File: config.mk
export PLATFORM = sky130hd
export DESIGN_NAME = alu_seq_ctrl
export DESIGN_NICKNAME = d
export VERILOG_FILES = /design/src/rtl/alu_seq_ctrl.sv
export SDC_FILE = /design/constraint.sdc
export NUM_CORES = 1
export LEC_CHECK = 0
export CELL_PAD_IN_SITES_DETAIL_PLACEMENT = 0
export CELL_PAD_IN_SITES_GLOBAL_PLACEMENT = 2
export CORE_MARGIN = 5
export CORE_UTILIZATION = 35
export DETAILED_ROUTE_END_ITERATION = 16
export PLACE_DENSITY = 0.79
export SETUP_SLACK_MARGIN = 0.4
export SYNTH_ARGS = -nofsm -noshare
export SYNTH_HDL_FRONTEND = slang
export SYNTH_SLANG_ARGS = --single-unit
File: constraint.sdc
create_clock -name clk -period 3.1 [get_ports clk]
set_input_delay 0.465 -clock clk [delete_from_list [all_inputs] [get_ports clk]]
set_output_delay 0.465 -clock clk [all_outputs]
set_load 0.05 [all_outputs]
File: src/rtl/alu_seq_ctrl.sv
// Issue/writeback sequencer for the external 8-bit combinational ALU.
// Handles one instruction at a time: IDLE (accept) -> EXEC (drive ALU, write back) -> RESP (hold result).
module alu_seq_ctrl #(
    parameter int              DW      = 8,
    parameter logic [DW-1:0]   RST_VAL = '0
) (
    input  logic          clk,
    input  logic          rst,
    input  logic          in_valid,
    output logic          in_ready,
    input  logic [15:0]   instr,
    output logic [DW-1:0] n1,
    output logic [DW-1:0] n2,
    output logic [3:0]    op,
    input  logic [DW-1:0] s1,
    output logic          out_valid,
    input  logic          out_ready,
    output logic [DW-1:0] result,
    output logic [2:0]    rd_out,
    output logic          zero,
    output logic          neg
);

    localparam logic [3:0] OP_LOADI = 4'b1111;

    typedef enum logic [1:0] {IDLE, EXEC, RESP} state_t;

    state_t        state, state_nxt;
    logic [15:0]   ir;
    logic [DW-1:0] regs [1:7];
    logic [3:0]    ir_op;
    logic [2:0]    ir_rd, ir_rs1, ir_rs2;
    logic [DW-1:0] ra, rb, wb;
    logic          is_loadi;

    function automatic logic flag_zero(input logic [DW-1:0] v);
        return (v == '0);
    endfunction

    function automatic logic flag_neg(input logic [DW-1:0] v);
        logic signed [DW-1:0] sv;
        sv = signed'(v);
        return (sv < 0);
    endfunction

    assign ir_op    = ir[15:12];
    assign ir_rd    = ir[11:9];
    assign ir_rs1   = ir[8:6];
    assign ir_rs2   = ir[5:3];
    assign is_loadi = (ir_op == OP_LOADI);
    assign wb       = is_loadi ? ir[7:0] : s1;

    // r0 has no storage: it reads as zero and its writes are dropped
    always_comb begin
        ra = '0;
        rb = '0;
        for (int i = 1; i < 8; i++) begin
            if (ir_rs1 == 3'(i)) ra = regs[i];
            if (ir_rs2 == 3'(i)) rb = regs[i];
        end
    end

    always_ff @(posedge clk or posedge rst) begin
        if (rst) begin
            state <= IDLE;
        end else begin
            state <= state_nxt;
        end
    end

    always_comb begin
        state_nxt = state;
        case (state)
            IDLE:    if (in_valid) state_nxt = EXEC;
            EXEC:    state_nxt = RESP;
            RESP:    if (out_ready) state_nxt = IDLE;
            default: state_nxt = IDLE;
        endcase
    end

    always_comb begin
        in_ready  = (state == IDLE) && !rst;
        out_valid = (state == RESP);
        n1        = '0;
        n2        = '0;
        op        = 4'b0000;
        if (state == EXEC) begin
            n1 = ra;
            n2 = rb;
            op = is_loadi ? 4'b0000 : ir_op;
        end
    end

    always_ff @(posedge clk or posedge rst) begin
        if (rst) begin
            ir <= '0;
        end else if (state == IDLE && in_valid) begin
            ir <= instr;
        end
    end

    always_ff @(posedge clk or posedge rst) begin
        if (rst) begin
            for (int i = 1; i < 8; i++) regs[i] <= RST_VAL;
        end else if (state == EXEC) begin
            for (int i = 1; i < 8; i++) begin
                if (ir_rd == 3'(i)) regs[i] <= wb;
            end
        end
    end

    // Result and flags are captured once in EXEC and held through RESP
    always_ff @(posedge clk or posedge rst) begin
        if (rst) begin
            result <= '0;
            rd_out <= '0;
            zero   <= 1'b0;
            neg    <= 1'b0;
        end else if (state == EXEC) begin
            result <= wb;
            rd_out <= ir_rd;
            zero   <= flag_zero(wb);
            neg    <= flag_neg(wb);
        end
    end

endmodule
**After elaboration in Yosys (flattened, before gate mapping)**

Index checks and enable logic that the tools add are counted.

- Logic and storage cells: 75
- Bits of input ports: 28
- Output and inout bits: 35
- Register bits: 87

- Reduce and logical (&&, ||, !) cells: 13
- Magnitude comparators: 1
- Multiplexer cells: 22
- Equal/unequal tests: 26

Operators by type and width:

| operator | number |
|---|---|
| $mux W8 | 17 |
| $eq A3 B3 Y1 const B | 12 |
| $eq A3 B2 Y1 const B | 6 |
| $reduce_and A2 Y1 | 8 |
| $eq A3 B1 Y1 const B | 3 |
| $logic_not A8 Y1 | 1 |
| $lt A8 B1 Y1 const B | 1 |
| $mux W4 | 2 |
| $pmux W2 S3 | 1 |
| $eq A4 B4 Y1 const B | 1 |
| $mux W2 | 2 |
| $eq A2 B1 Y1 const B | 1 |
| $eq A2 B2 Y1 const B | 1 |
| $logic_and A1 B1 Y1 | 2 |
| $logic_not A2 Y1 | 1 |
| $ne A2 B1 Y1 const B | 1 |
| $ne A2 B2 Y1 const B | 1 |
| $logic_not A1 Y1 | 1 |

**Logic depth before layout (Yosys ltp)**

- Word-level depth: 9
- Depth in mapped cells: 7
- Gate-level depth less buffers: 4

**Least setup slack after synthesis**

OpenSTA, ideal clock, no wires.

- Kind: reg2out
- Start: register ir[4]
- End: output n2[0]
- Path buffers: 2
- Path slack: 0.422 ns
- Cell stages (with the launch flop): 6
- Required time: 2.635 ns
- Arrival time: 2.213 ns
- Path through: dfrtp_1 buf_2 buf_4 mux2_2 o22ai_1 a211oi_1

- Longest elaborated chain between the ends: 9
- Elaborated cells between the ends (all ways): 15
- Those cells by class: 7 x eq/ne; 8 x mux

RTL lines:

| what | line | text |
|---|---|---|
| start: declaration | 29 | `logic [15:0] ir;` |
| start signal: assignment | 98 | `ir <= instr;` |
| $eq A3 B1 Y1 | 59 | `if (ir_rs2 == 3'(i)) rb = regs[i];` |
| $mux W8 (6 in series) | 59 |  |
| $mux W8 * | 59 |  |
| $mux W8 * | 87 | `if (state == EXEC) begin` |
| end: declaration | 13 | `output logic [DW-1:0] n2,` |

Mark *: on every way between the ends. The rest lies on a longest branch, timed or not.

**Worst setup path after layout**

- Start: register ir[6]
- End: output n1[4]

- Longest elaborated chain between the ends: 9
- Elaborated cells between the ends (all ways): 15
- Those cells by class: 7 x eq/ne; 8 x mux

RTL lines:

| what | line | text |
|---|---|---|
| $eq A3 B1 Y1 | 58 | `if (ir_rs1 == 3'(i)) ra = regs[i];` |
| $mux W8 (6 in series) | 58 |  |
| $mux W8 * | 58 |  |
| $mux W8 * | 87 |  |
| end: declaration | 12 | `output logic [DW-1:0] n1,` |

Marks and branches as above.

==> impl_results.html <==
<table>
<tr><th>Metric</th><th>Value</th></tr>
<tr><th colspan="2">Status</th></tr>
<tr><td>Result of the run</td><td>finished, final reports clean</td></tr>
<tr><th colspan="2">Setup path</th></tr>
<tr><td>Slowest cell on crit path</td><td>dfrtp_1</td></tr>
<tr><td>Launch instance of the worst register-to-register path</td><td>state[1]</td></tr>
<tr><td>Most used cell, CP</td><td>buf_4</td></tr>
<tr><td>Crit path buf inv count</td><td>3</td></tr>
<tr><td>Crit path largest cell delay</td><td>0.55 ns</td></tr>
<tr><td>Timing startpoint of the critical path</td><td>ir[6]</td></tr>
<tr><td>Critical path arrival</td><td>2.11 ns</td></tr>
<tr><td>Critical Path Sink Type</td><td>primary output</td></tr>
<tr><td>Kind of critical path</td><td>flop to primary output</td></tr>
<tr><td>Worst reg-to-reg setup slack</td><td>1.07 ns</td></tr>
<tr><td>Required time at the worst-slack endpoint</td><td>2.63 ns</td></tr>
<tr><td>Critical Path Start Type</td><td>flop</td></tr>
<tr><td>Maximum fanout encountered on the critical timing path</td><td>12</td></tr>
<tr><td>Family with the most delay on the worst path</td><td>flip-flops</td></tr>
<tr><td>Cells traversed along the worst timing path</td><td>nor2b_1 &gt; buf_4 &gt; a221oi_1 &gt; a211oi_1 &gt; buf_4 &gt; buf_12</td></tr>
<tr><th colspan="2">Final layout</th></tr>
<tr><td>Filler instances</td><td>1140</td></tr>
<tr><td>Total area of multi-input combinational cells</td><td>1930 µm²</td></tr>
<tr><td>Combined flip-flop and latch cell area</td><td>2150 µm²</td></tr>
<tr><td>Final design area excluding fillers</td><td>5600 µm²</td></tr>
<tr><td>Final Net Count</td><td>503</td></tr>
<tr><td>Share of post-route cells with drive strength above 1</td><td>0.250</td></tr>
<tr><td>Layout overhead on the synthesized area</td><td>31.7%</td></tr>
<tr><td>Antenna diode count</td><td>0</td></tr>
<tr><th colspan="2">Power</th></tr>
<tr><td>Share of power burned in the clock network</td><td>0.181</td></tr>
<tr><td>Sequential fraction of design power</td><td>0.315</td></tr>
<tr><td>Switch share</td><td>0.427</td></tr>
<tr><td>Internal cell power</td><td>3980 µW</td></tr>
<tr><td>Logic pwr share</td><td>0.505</td></tr>
<tr><td>Leakage power summed over all cells</td><td>0.00225 µW</td></tr>
<tr><td>Sw power</td><td>2960 µW</td></tr>
<tr><td>Maximum resistive drop on vdd</td><td>0.623 mV</td></tr>
<tr><td>Power density over the cells</td><td>1240 nW/µm²</td></tr>
<tr><th colspan="2">Synthesis</th></tr>
<tr><td>Synth Register Bits</td><td>86</td></tr>
<tr><td>Number of instances in the synthesized netlist</td><td>414</td></tr>
<tr><td>Most instantiated cells after synthesis</td><td>86 x dfrtp_1, 46 x mux2_2, 45 x o21ai_0</td></tr>
<tr><td>Nets in the synthesized netlist</td><td>442</td></tr>
<tr><td>Leading cell type by number of instances after synthesis</td><td>dfrtp_1</td></tr>
<tr><td>Leading register cell type out of synthesis</td><td>dfrtp_1</td></tr>
<tr><td>Synth top area cells</td><td>dfrtp_1 51%, mux2_2 12%, o21ai_0 5.3%, a21oi_1 3.9%, nand2_1 3.7%</td></tr>
<tr><td>Count of warnings emitted by yosys</td><td>0</td></tr>
<tr><td>Proportion of synthesized chip area in sequential cells</td><td>0.506</td></tr>
<tr><td>Number of distinct library cells after synthesis</td><td>36</td></tr>
<tr><td>Post-synthesis cell area</td><td>4250 µm²</td></tr>
<tr><td>Proportion of netlist area held by the largest area contributor</td><td>0.506</td></tr>
<tr><td>EDFF count, synth</td><td>0</td></tr>
<tr><td>Post-synthesis async set-or-reset flop share</td><td>1.00</td></tr>
<tr><td>Library cell occupying the most area in the post-synthesis netlist</td><td>dfrtp_1</td></tr>
<tr><td>Avg Cell Area, Syn</td><td>10.3 µm²</td></tr>
<tr><th colspan="2">STA</th></tr>
<tr><td>Share of the cycle needed by the critical path after routing</td><td>0.830</td></tr>
<tr><td>Setup repair after global routing missed its margin</td><td>no</td></tr>
<tr><td>Clock skew after layout</td><td>0.00484 ns</td></tr>
<tr><td>Max transition margin</td><td>0.398</td></tr>
<tr><td>Hold Vio Cnt, Final</td><td>0</td></tr>
<tr><td>Post-route setup TNS</td><td>0 ns</td></tr>
<tr><td>Period minus WS final</td><td>2.57 ns</td></tr>
<tr><td>Worst Tran Pin Value</td><td>0.897 ns</td></tr>
<tr><td>Number of max-slew violations in the final report</td><td>0</td></tr>
<tr><td>Highest attainable clock frequency</td><td>389 MHz</td></tr>
<tr><td>Setup violations, final</td><td>0</td></tr>
<tr><th colspan="2">Clock network</th></tr>
<tr><td># hold bufs at CTS</td><td>0</td></tr>
<tr><td>Later-pin clock latency in the skew report</td><td>0.34 ns</td></tr>
<tr><td>Clk root buf</td><td>clkbuf_16</td></tr>
<tr><td>Maximum root-to-sink buffer count</td><td>2</td></tr>
<tr><td>TritonCTS clock tree</td><td>yes</td></tr>
<tr><td>Clock transition at the registers of the reported paths</td><td>0.07 ns</td></tr>
<tr><td>H-tree lvl count</td><td>3</td></tr>
<tr><td># clock sinks</td><td>86</td></tr>
<tr><td>TritonCTS Buffers</td><td>9</td></tr>
<tr><td>Setup repair bufs after CTS</td><td>0</td></tr>
<tr><th colspan="2">Route</th></tr>
<tr><td>Number of DRC violations after detailed-routing iteration 0</td><td>135</td></tr>
<tr><td>Ratio of routed vias to standard cells</td><td>5.42</td></tr>
<tr><td>Total detailed-routing wirelength</td><td>12800 µm</td></tr>
<tr><td>Remaining routing DRC violations</td><td>0</td></tr>
<tr><td>Vias post-DR</td><td>3397</td></tr>
<tr><td>Average wire per standard cell</td><td>20.4 µm</td></tr>
<tr><td>Post-route antenna net violation count</td><td>0</td></tr>
<tr><td>Detailed-routing iteration count for the pre-antenna-repair pass</td><td>4</td></tr>
<tr><th colspan="2">Global routing</th></tr>
<tr><td>First-pass GRT wire length</td><td>20100 µm</td></tr>
<tr><td>Number of global-route vias before repair</td><td>3491</td></tr>
<tr><td>Largest net degree at the start of global routing</td><td>43</td></tr>
<tr><td>Initial antenna violation count</td><td>0</td></tr>
<tr><td>All-Layer GR Usage</td><td>0.183</td></tr>
<tr><td>Grt total ovfl</td><td>0</td></tr>
<tr><th colspan="2">Floorplan</th></tr>
<tr><td>Die X-Extent</td><td>120 µm</td></tr>
<tr><td>Die outline area</td><td>14500 µm²</td></tr>
<tr><td>Height of the die</td><td>120 µm</td></tr>
<tr><td>Core footprint</td><td>12000 µm²</td></tr>
<tr><td>Top-level I/O count</td><td>63</td></tr>
<tr><td>Effective utilization at floorplan</td><td>0.356</td></tr>
<tr><td>Floorplan row count</td><td>40</td></tr>
<tr><th colspan="2">Placement</th></tr>
<tr><td>Detailed Place HPWL</td><td>8700 µm</td></tr>
<tr><td>Weighted congestion at the end of routability-driven global placement</td><td>0.773</td></tr>
<tr><td>Port buffer count</td><td>62</td></tr>
<tr><td>Cell Area, Placed</td><td>5240 µm²</td></tr>
<tr><th colspan="2">Flow run</th></tr>
<tr><td>Max_cap viols</td><td>0</td></tr>
<tr><th colspan="2">Worst hold path</th></tr>
<tr><td>Class of the worst hold path</td><td>primary input to asynchronous set/reset pin</td></tr>
</table>
[power by group through the flow]
stage          Combinational (µW)  Sequential [µW]  Clock (µW)
2_1_floorplan                2160             2210           0
3_3_place_gp                 3480             2160           0
3_5_place_dp                 3510             2180           0
4_1_cts                      3520             2180        1270
5_1_grt                      3760             2270        1320
6_report                     3500             2180        1250
[cells in the final DEF (no fill, tap or decap), types with 3 or more instances in the layout]
cell             count
buf_12              17
a211oi_1            15
o21ai_1              6
bufinv_16            3
nand2_1             42
nor2_1              32
clkdlybuf4s50_1     46
o21ai_0             45
clkbuf_16            9
mux2_2              46
dfrtp_1             84
mux2i_1              5
and3_1               4
nand2b_1             3
a21oi_1             33
buf_4               21
o22ai_1             16
a221oi_1            16
[path summary, 6_finish.rpt]
path | to | depth (start not counted)
worst max-delay path | n1[4] | 6
worst min-delay path | rd_out[1] | 2
worst min register to register | result[1] | 2
worst max register to register | regs[39] | 5
max in group asynchronous | regs[33] | 3
min in group clk | result[1] | 2
[per-layer routing]
| metal | global-route usage | wire length, µm | vias to the layer above |
|---|---|---|---|
| li1 | - | - | 1627 |
| met3 | 0.0388 | 625 | 9 |
| met2 | 0.307 | 6210 | 100 |
| met1 | 0.244 | 5820 | 1661 |
| met4 | 0.0460 | 144 | 0 |
| met5 | 0 | 0 | - |
[worst reg2reg max path: stages (launching register included)]
cell and delay [ns]:
dfrtp_1 0.42, and2b_2 0.32, buf_4 0.24, and4_1 0.70, nor2_1 0.09, a21oi_1 0.17
[sequential cells by signal (all words and copies together) (netlist names)]
register / count
ir: 16
rd_out: 3
regs: 56
result: 8
state: 2
zero: 1
[cells by family (layout without fill, tap and decap cells)]
kind of cell           count (synthesis)  count (layout)  synth area share
AO/OA/AOI/OAI                        135             135             0.192
buffers and inverters                 39             105            0.0444
flip-flops                            86              86             0.506
multiplexers                          54              54             0.145
AND/OR/NAND/NOR                      100             100             0.113
[cell type report]
| cell class | count | share of cell area |
|---|---|---|
| sequential | 86 | 0.385 |
| multi-input combinational | 289 | 0.345 |
| timing repair buffer | 85 | 0.173 |
| clock buffer | 9 | 0.0402 |
| tap | 147 | 0.0328 |
| clock inverter | 7 | 0.0214 |
| inverter | 4 | 0.00290 |
[stage by stage]
| stage | instances | util | setup slack [ns] | total power (µW) | hold WS [ns] |
|---|---|---|---|---|---|
| after detailed placement | 611 | 0.438 | 0.618 | 5690 | 0.475 |
| final | 627 | 0.468 | 0.527 | 6940 | 0.463 |
| after CTS | 627 | 0.467 | 0.442 | 6970 | 0.467 |
| after global placement | 611 | 0.438 | 0.617 | 5640 | 0.471 |
| after global routing | 627 | 0.468 | 0.414 | 7350 | 0.492 |
| after floorplan | 414 | - | 0.413 | 4370 | 0.464 |
[what timing repair did]
| action | 4_1_cts | 5_1_grt |
|---|---|---|
| endpoints found under the setup margin | 16 | 9 |
| gates resized for setup | 4 | 3 |
| hold endpoints to repair | 0 | 0 |
Power figures use the tool's default switching activity.
